--- config.mk ---
export PLATFORM = sky130hd
export DESIGN_NAME = h3_encode_stream_7_4
export DESIGN_NICKNAME = d
export VERILOG_FILES = /design/src/rtl/h3_pkg.sv /design/src/rtl/h3_encode_7_4.sv /design/src/rtl/h3_encode_stream_7_4.sv
export SDC_FILE = /design/constraint.sdc
export NUM_CORES = 1
export LEC_CHECK = 0
export CAP_MARGIN = 20
export CORE_UTILIZATION = 43
export DETAILED_ROUTE_END_ITERATION = 16
export PLACE_DENSITY = 0.88
export RECOVER_POWER = 50
export SLEW_MARGIN = 0
export SYNTH_ARGS = -nofsm -noshare
export SYNTH_HDL_FRONTEND = slang
export SYNTH_SLANG_ARGS = --single-unit
export TNS_END_PERCENT = 100
--- constraint.sdc ---
create_clock -name clk_i -period 2.4 [get_ports clk_i]
set_clock_uncertainty 0.2 [all_clocks]
set_input_delay 0.72 -clock clk_i [delete_from_list [all_inputs] [get_ports clk_i]]
set_output_delay 0.72 -clock clk_i [all_outputs]
set_load 0.03 [all_outputs]
--- src/rtl/h3_pkg.sv ---
// Shared Hamming(7,4) types and codeword bit positions.
// Bit index in a codeword is Hamming position minus one.
package h3_pkg;

  localparam int H3_N = 7;
  localparam int H3_K = 4;
  localparam int H3_R = 3;

  typedef logic [H3_N-1:0] h3_cw_t;
  typedef logic [H3_K-1:0] h3_nibble_t;

  localparam int P1_POS = 0;
  localparam int P2_POS = 1;
  localparam int P4_POS = 3;
  localparam int D0_POS = 2;
  localparam int D1_POS = 4;
  localparam int D2_POS = 5;
  localparam int D3_POS = 6;

  typedef enum logic {
    H3_IDLE = 1'b0,
    H3_SEND = 1'b1
  } h3_state_t;

endpackage

--- src/rtl/h3_encode_7_4.sv ---
// Combinational Hamming(7,4) nibble encoder.
// Layout matches the h3_correct_7_4 corrector.
import h3_pkg::*;

module h3_encode_7_4 (
  input  h3_nibble_t d_i,
  output h3_cw_t     cw_o
);

  always_comb begin
    cw_o         = '0;
    cw_o[D0_POS] = d_i[0];
    cw_o[D1_POS] = d_i[1];
    cw_o[D2_POS] = d_i[2];
    cw_o[D3_POS] = d_i[3];
    cw_o[P1_POS] = d_i[0] ^ d_i[1] ^ d_i[3];
    cw_o[P2_POS] = d_i[0] ^ d_i[2] ^ d_i[3];
    cw_o[P4_POS] = d_i[1] ^ d_i[2] ^ d_i[3];
  end

endmodule

--- src/rtl/h3_encode_stream_7_4.sv ---
// Streaming Hamming(7,4) encoder, OUT_CW codewords per beat.
// H3_ENCODE_ERR_INJECT_EN adds output bit-flip injection ports.
import h3_pkg::*;

module h3_encode_stream_7_4 #(
  parameter int DATA_W = 16,
  parameter int OUT_CW = 2
) (
  input  logic                  clk_i,
  input  logic                  rst_n_i,
  input  logic [DATA_W-1:0]     data_i,
  input  logic                  valid_i,
  output logic                  ready_o,
  output logic [7*OUT_CW-1:0]   code_o,
  output logic                  valid_o,
  input  logic                  ready_i,
  output logic                  first_o,
  output logic                  last_o
`ifdef H3_ENCODE_ERR_INJECT_EN
  ,
  input  logic                  inj_en_i,
  input  logic [2:0]            inj_pos_i,
  input  logic [(OUT_CW>1 ? $clog2(OUT_CW) : 1)-1:0] inj_cw_i
`endif
);

  localparam int NIBBLES = DATA_W / 4;
  localparam int BEATS   = NIBBLES / OUT_CW;
  localparam int BW      = (BEATS > 1) ? $clog2(BEATS) : 1;
  localparam int CW_W    = (OUT_CW > 1) ? $clog2(OUT_CW) : 1;
  localparam logic [BW-1:0] LAST_BEAT = BW'(BEATS - 1);

  h3_state_t                        state;
  logic [BW-1:0]                    beat;
  logic [BEATS-1:0][4*OUT_CW-1:0]   hold;
  logic [4*OUT_CW-1:0]              beat_nibs;
  logic                             xfer;
  logic                             accept;

  // ready_o is a combinational path from ready_i: a word can be
  // taken on the last-beat handoff so back-to-back words need no bubble.
  assign xfer      = valid_o && ready_i;
  assign ready_o   = rst_n_i && ((state == H3_IDLE) || (xfer && last_o));
  assign accept    = valid_i && ready_o;
  assign beat_nibs = hold[beat];

  always_ff @(posedge clk_i or negedge rst_n_i) begin
    if (!rst_n_i) begin
      state   <= H3_IDLE;
      beat    <= '0;
      hold    <= '0;
      valid_o <= 1'b0;
      first_o <= 1'b0;
      last_o  <= 1'b0;
    end else begin
      unique case (1'b1)
        accept: begin
          hold    <= data_i;
          beat    <= '0;
          state   <= H3_SEND;
          valid_o <= 1'b1;
          first_o <= 1'b1;
          last_o  <= (BEATS == 1);
        end
        xfer && !last_o: begin
          beat    <= beat + 1'b1;
          first_o <= 1'b0;
          last_o  <= (beat + 1'b1 == LAST_BEAT);
        end
        xfer && last_o && !accept: begin
          state   <= H3_IDLE;
          beat    <= '0;
          valid_o <= 1'b0;
          first_o <= 1'b0;
          last_o  <= 1'b0;
        end
        default: ;
      endcase
    end
  end

  for (genvar j = 0; j < OUT_CW; j++) begin : g_cw
    h3_cw_t cw;

    h3_encode_7_4 u_enc (
      .d_i  (beat_nibs[4*j +: 4]),
      .cw_o (cw)
    );

`ifdef H3_ENCODE_ERR_INJECT_EN
    logic hit;
    assign hit = valid_o && inj_en_i && (inj_pos_i != 3'd0)
              && (inj_cw_i == CW_W'(j));
    assign code_o[7*j +: 7] =
      hit ? (cw ^ (h3_cw_t'(1) << (inj_pos_i - 3'd1))) : cw;
`else
    assign code_o[7*j +: 7] = cw;
`endif
  end

endmodule

==> impl_metrics.py <==
metrics = {
    "outcome": {
        "outcome": "finished, violations left",
        "violations": "setup timing",
    },
    "placement": {
        "gp_congestion": 0.667,
        "dp_hpwl_um": 1520,
        "port_buffers": 37,
        "place_area_mm2": 0.00150,
    },
    "clock_network": {
        "clk_pin_slew_ns": 0.12,
        "clk_path_buf_depth": 2,
        "cts-htree-levels": 1,
        "cts_root_buf": "clkbuf_4",
        "cts_sinks": 19,
        "cts_tree": "built",
        "worstSkewPairLatency_ns": 0.31,
        "cts_buffers": 3,
    },
    "yosys": {
        "syn_avg_cell_area_um2": 13.9,
        "async_reset_ff_frac": 1.00,
        "synth.most_common_cell": "dfrtp_1",
        "netlist_instances": 73,
        "ys_types": 15,
        "netlist_top_cells_count": "dfrtp_1 (19), mux2_2 (12), xnor2_1 (12)",
        "yosys_warnings": 0,
        "synth_nets": 93,
        "synthFlopType": "dfrtp_1",
        "synth-seq-cells": 19,
        "synth_top_cell_by_area": "dfrtp_1",
        "synth_top_area_frac": 0.467,
        "netlist_area_mm2": 0.00102,
        "ys_seq_area_frac": 0.467,
        "synth_edf_count": 0,
        "synth_area_leaders": "dfrtp_1 (47%), mux2_2 (13%), mux2_4 (12%), xnor2_1 (10%), mux2i_1 (5.9%)",
    },
    "route": {
        "post-route-drc-count": 0,
        "detail_route.wl_per_cell_um": 14.0,
        "drt_wl_total_um": 2200,
        "drtIter0Drc": 5,
        "via_per_inst": 4.82,
        "vias": 756,
        "dr.pass1.iters": 4,
        "ant_nets": 0,
    },
    "floorplanning": {
        "dieHeight_um": 50.6,
        "num_rows": 17,
        "start_util": 0.460,
        "design.core.area_mm2": 0.00221,
        "die_area_mm2": 0.00256,
        "pin_count": 38,
        "die_w_um": 50.6,
    },
    "critical_path": {
        "cp_max_fo": 4,
        "cp-start-kind": "flop",
        "cp.depth": 6,
        "r2r_slack_ns": 0.49,
        "r2r_start": "beat$_DFFE_PN0P_",
        "crit_path_end": "code_o[7]",
        "crit_arrival_ns": 1.67,
        "critical_path_required_ns": 1.48,
        "r2r_end": "hold[13]$_DFFE_PN0P_",
        "cp.buffers_inverters": 3,
        "critPathLaunch": "beat$_DFFE_PN0P_",
        "max_stage_delay_ns": 0.44,
        "ff2ff_path_depth": 7,
        "crit_family": "buffers and inverters",
        "crit_path_end_kind": "primary output",
        "critPathKind": "flop to primary output",
        "crit_chain": "buf_6, mux2i_2, buf_4, xnor2_2, xnor2_2, buf_6",
        "critPathSlowestCell": "dfrtp_2",
    },
    "grt": {
        "grt_pass1_wl_um": 3650,
        "grt_max_degree": 20,
        "grt_use_total": 0.196,
        "grt_pass1_vias": 818,
        "overflow": 0,
        "antenna_found_initial": 0,
    },
    "layout": {
        "drive_gt1_frac": 0.558,
        "antenna_cells": 0,
        "multi_input_area_um2": 588,
        "area_delta_synth_final_pct": 60.6,
        "seqCellArea_um2": 477,
        "utilization": 0.739,
        "fillerInstances": 153,
        "nNetsFinal": 150,
        "final_cell_area_mm2": 0.00163,
    },
    "job": {
        "cap_violations": 0,
    },
    "timing": {
        "post-route-period-util": 1.08,
        "tightest_slew_ns": 1.00,
        "hold_viol_final": 0,
        "setup_slack_ns": -0.192,
        "slew_headroom": 0.330,
        "clock.fmax_mhz": 386,
        "period_minus_slack_ns": 2.59,
        "slew_viol_final": 0,
        "setup_viol": 6,
        "rsz0062_at_grt": "true",
    },
    "min_path": {
        "hold_depth": 1,
        "min_path_type": "flop to flop",
    },
}
[sequential cells by signal, indices dropped and copies added, names as in the netlist]
name,flops
beat,1
hold,16
state,1
first_o,1
[layout make-up]
class                      count  area share
tap                           28      0.0214
clock buffer                   3      0.0138
timing repair buffer          55       0.299
multi-input combinational     47       0.360
sequential                    19       0.292
clock inverter                 1     0.00459
inverter                       4     0.00919
[kinds of logic (layout without fill, tap and decap cells)]
kind of cell,count (synthesis),after routing,share of synthesized area
buf+inv,7,63,0.0566
compound gates,2,2,0.0185
xor+xnor,13,13,0.112
mux,26,26,0.310
simple gates,6,6,0.0357
flops,19,19,0.467
[through the flow]
| stage | cells | hold slack (ns) | setup slack (ns) | setup TNS, ns |
|---|---|---|---|---|
| finish | 157 | 0.304 | -0.192 | -0.874 |
| global route | 157 | 0.321 | -0.273 | -1.51 |
| CTS | 157 | 0.307 | -0.196 | -0.884 |
| detailed placement | 148 | 0.269 | -0.214 | -0.558 |
| global placement | 148 | 0.273 | -0.194 | -0.319 |
| floorplan | 73 | 0.224 | 0.000272 | 0 |
[worst reg2reg max path, stage by stage, from the launching register on]
cell and delay [ns]:
dfrtp_2 0.44, buf_6 0.14, buf_4 0.14, a21bo_1 0.18
buf_4 0.13, nor2b_4 0.12, buf_12 0.15, mux2_4 0.30
[layer usage]
| metal | up-vias | global-route usage | wire (um) |
|---|---|---|---|
| li1 | 359 | - | - |
| met1 | 373 | 0.216 | 833 |
| met2 | 24 | 0.369 | 1230 |
| met3 | 0 | 0.0758 | 142 |
| met4 | 0 | 0.0139 | 0 |
| met5 | - | 0 | 0 |
[worst min path at each step]
stage | end | from | slack, ns
global placement | first_o$_DFFE_PN0P_ | first_o$_DFFE_PN0P_ | 0.27
finish | first_o$_DFFE_PN0P_ | first_o$_DFFE_PN0P_ | 0.30
CTS | first_o$_DFFE_PN0P_ | first_o$_DFFE_PN0P_ | 0.31
detailed placement | first_o$_DFFE_PN0P_ | first_o$_DFFE_PN0P_ | 0.27
floorplan | beat$_DFFE_PN0P_ | rst_n_i | 0.22
global route | first_o$_DFFE_PN0P_ | first_o$_DFFE_PN0P_ | 0.32
[cells in the final DEF (no fill, tap or decap)]
master           count
and2_4               1
mux2_4               8
nand2_1              3
xnor2_1              5
buf_4               15
xnor2_2              5
nor2b_4              1
clkinvlp_4           1
clkbuf_4             3
dfrtp_2              1
buf_12               1
mux2i_1              1
xnor2_4              2
mux2i_4              1
clkbuf_2             1
clkdlybuf4s50_1     19
mux2_2              12
inv_1                4
a21bo_1              1
buf_2                6
dfrtp_1             18
dlygate4sd2_1        3
a21o_2               1
buf_6                9
clkbuf_1             1
mux2i_2              4
xor2_1               1
nor2_1               1
[timing repair]
item | 4_1_cts | 5_1_grt
setup buffers | 7 | 1
hold buffers | 0 | 0
pin swaps | 7 | 2
setup endpoints to repair | 16 | 13
resized for setup | 47 | 16
Power is not shown: default switching activity piles up to over one toggle a cycle in this logic, so the estimate is an artifact.
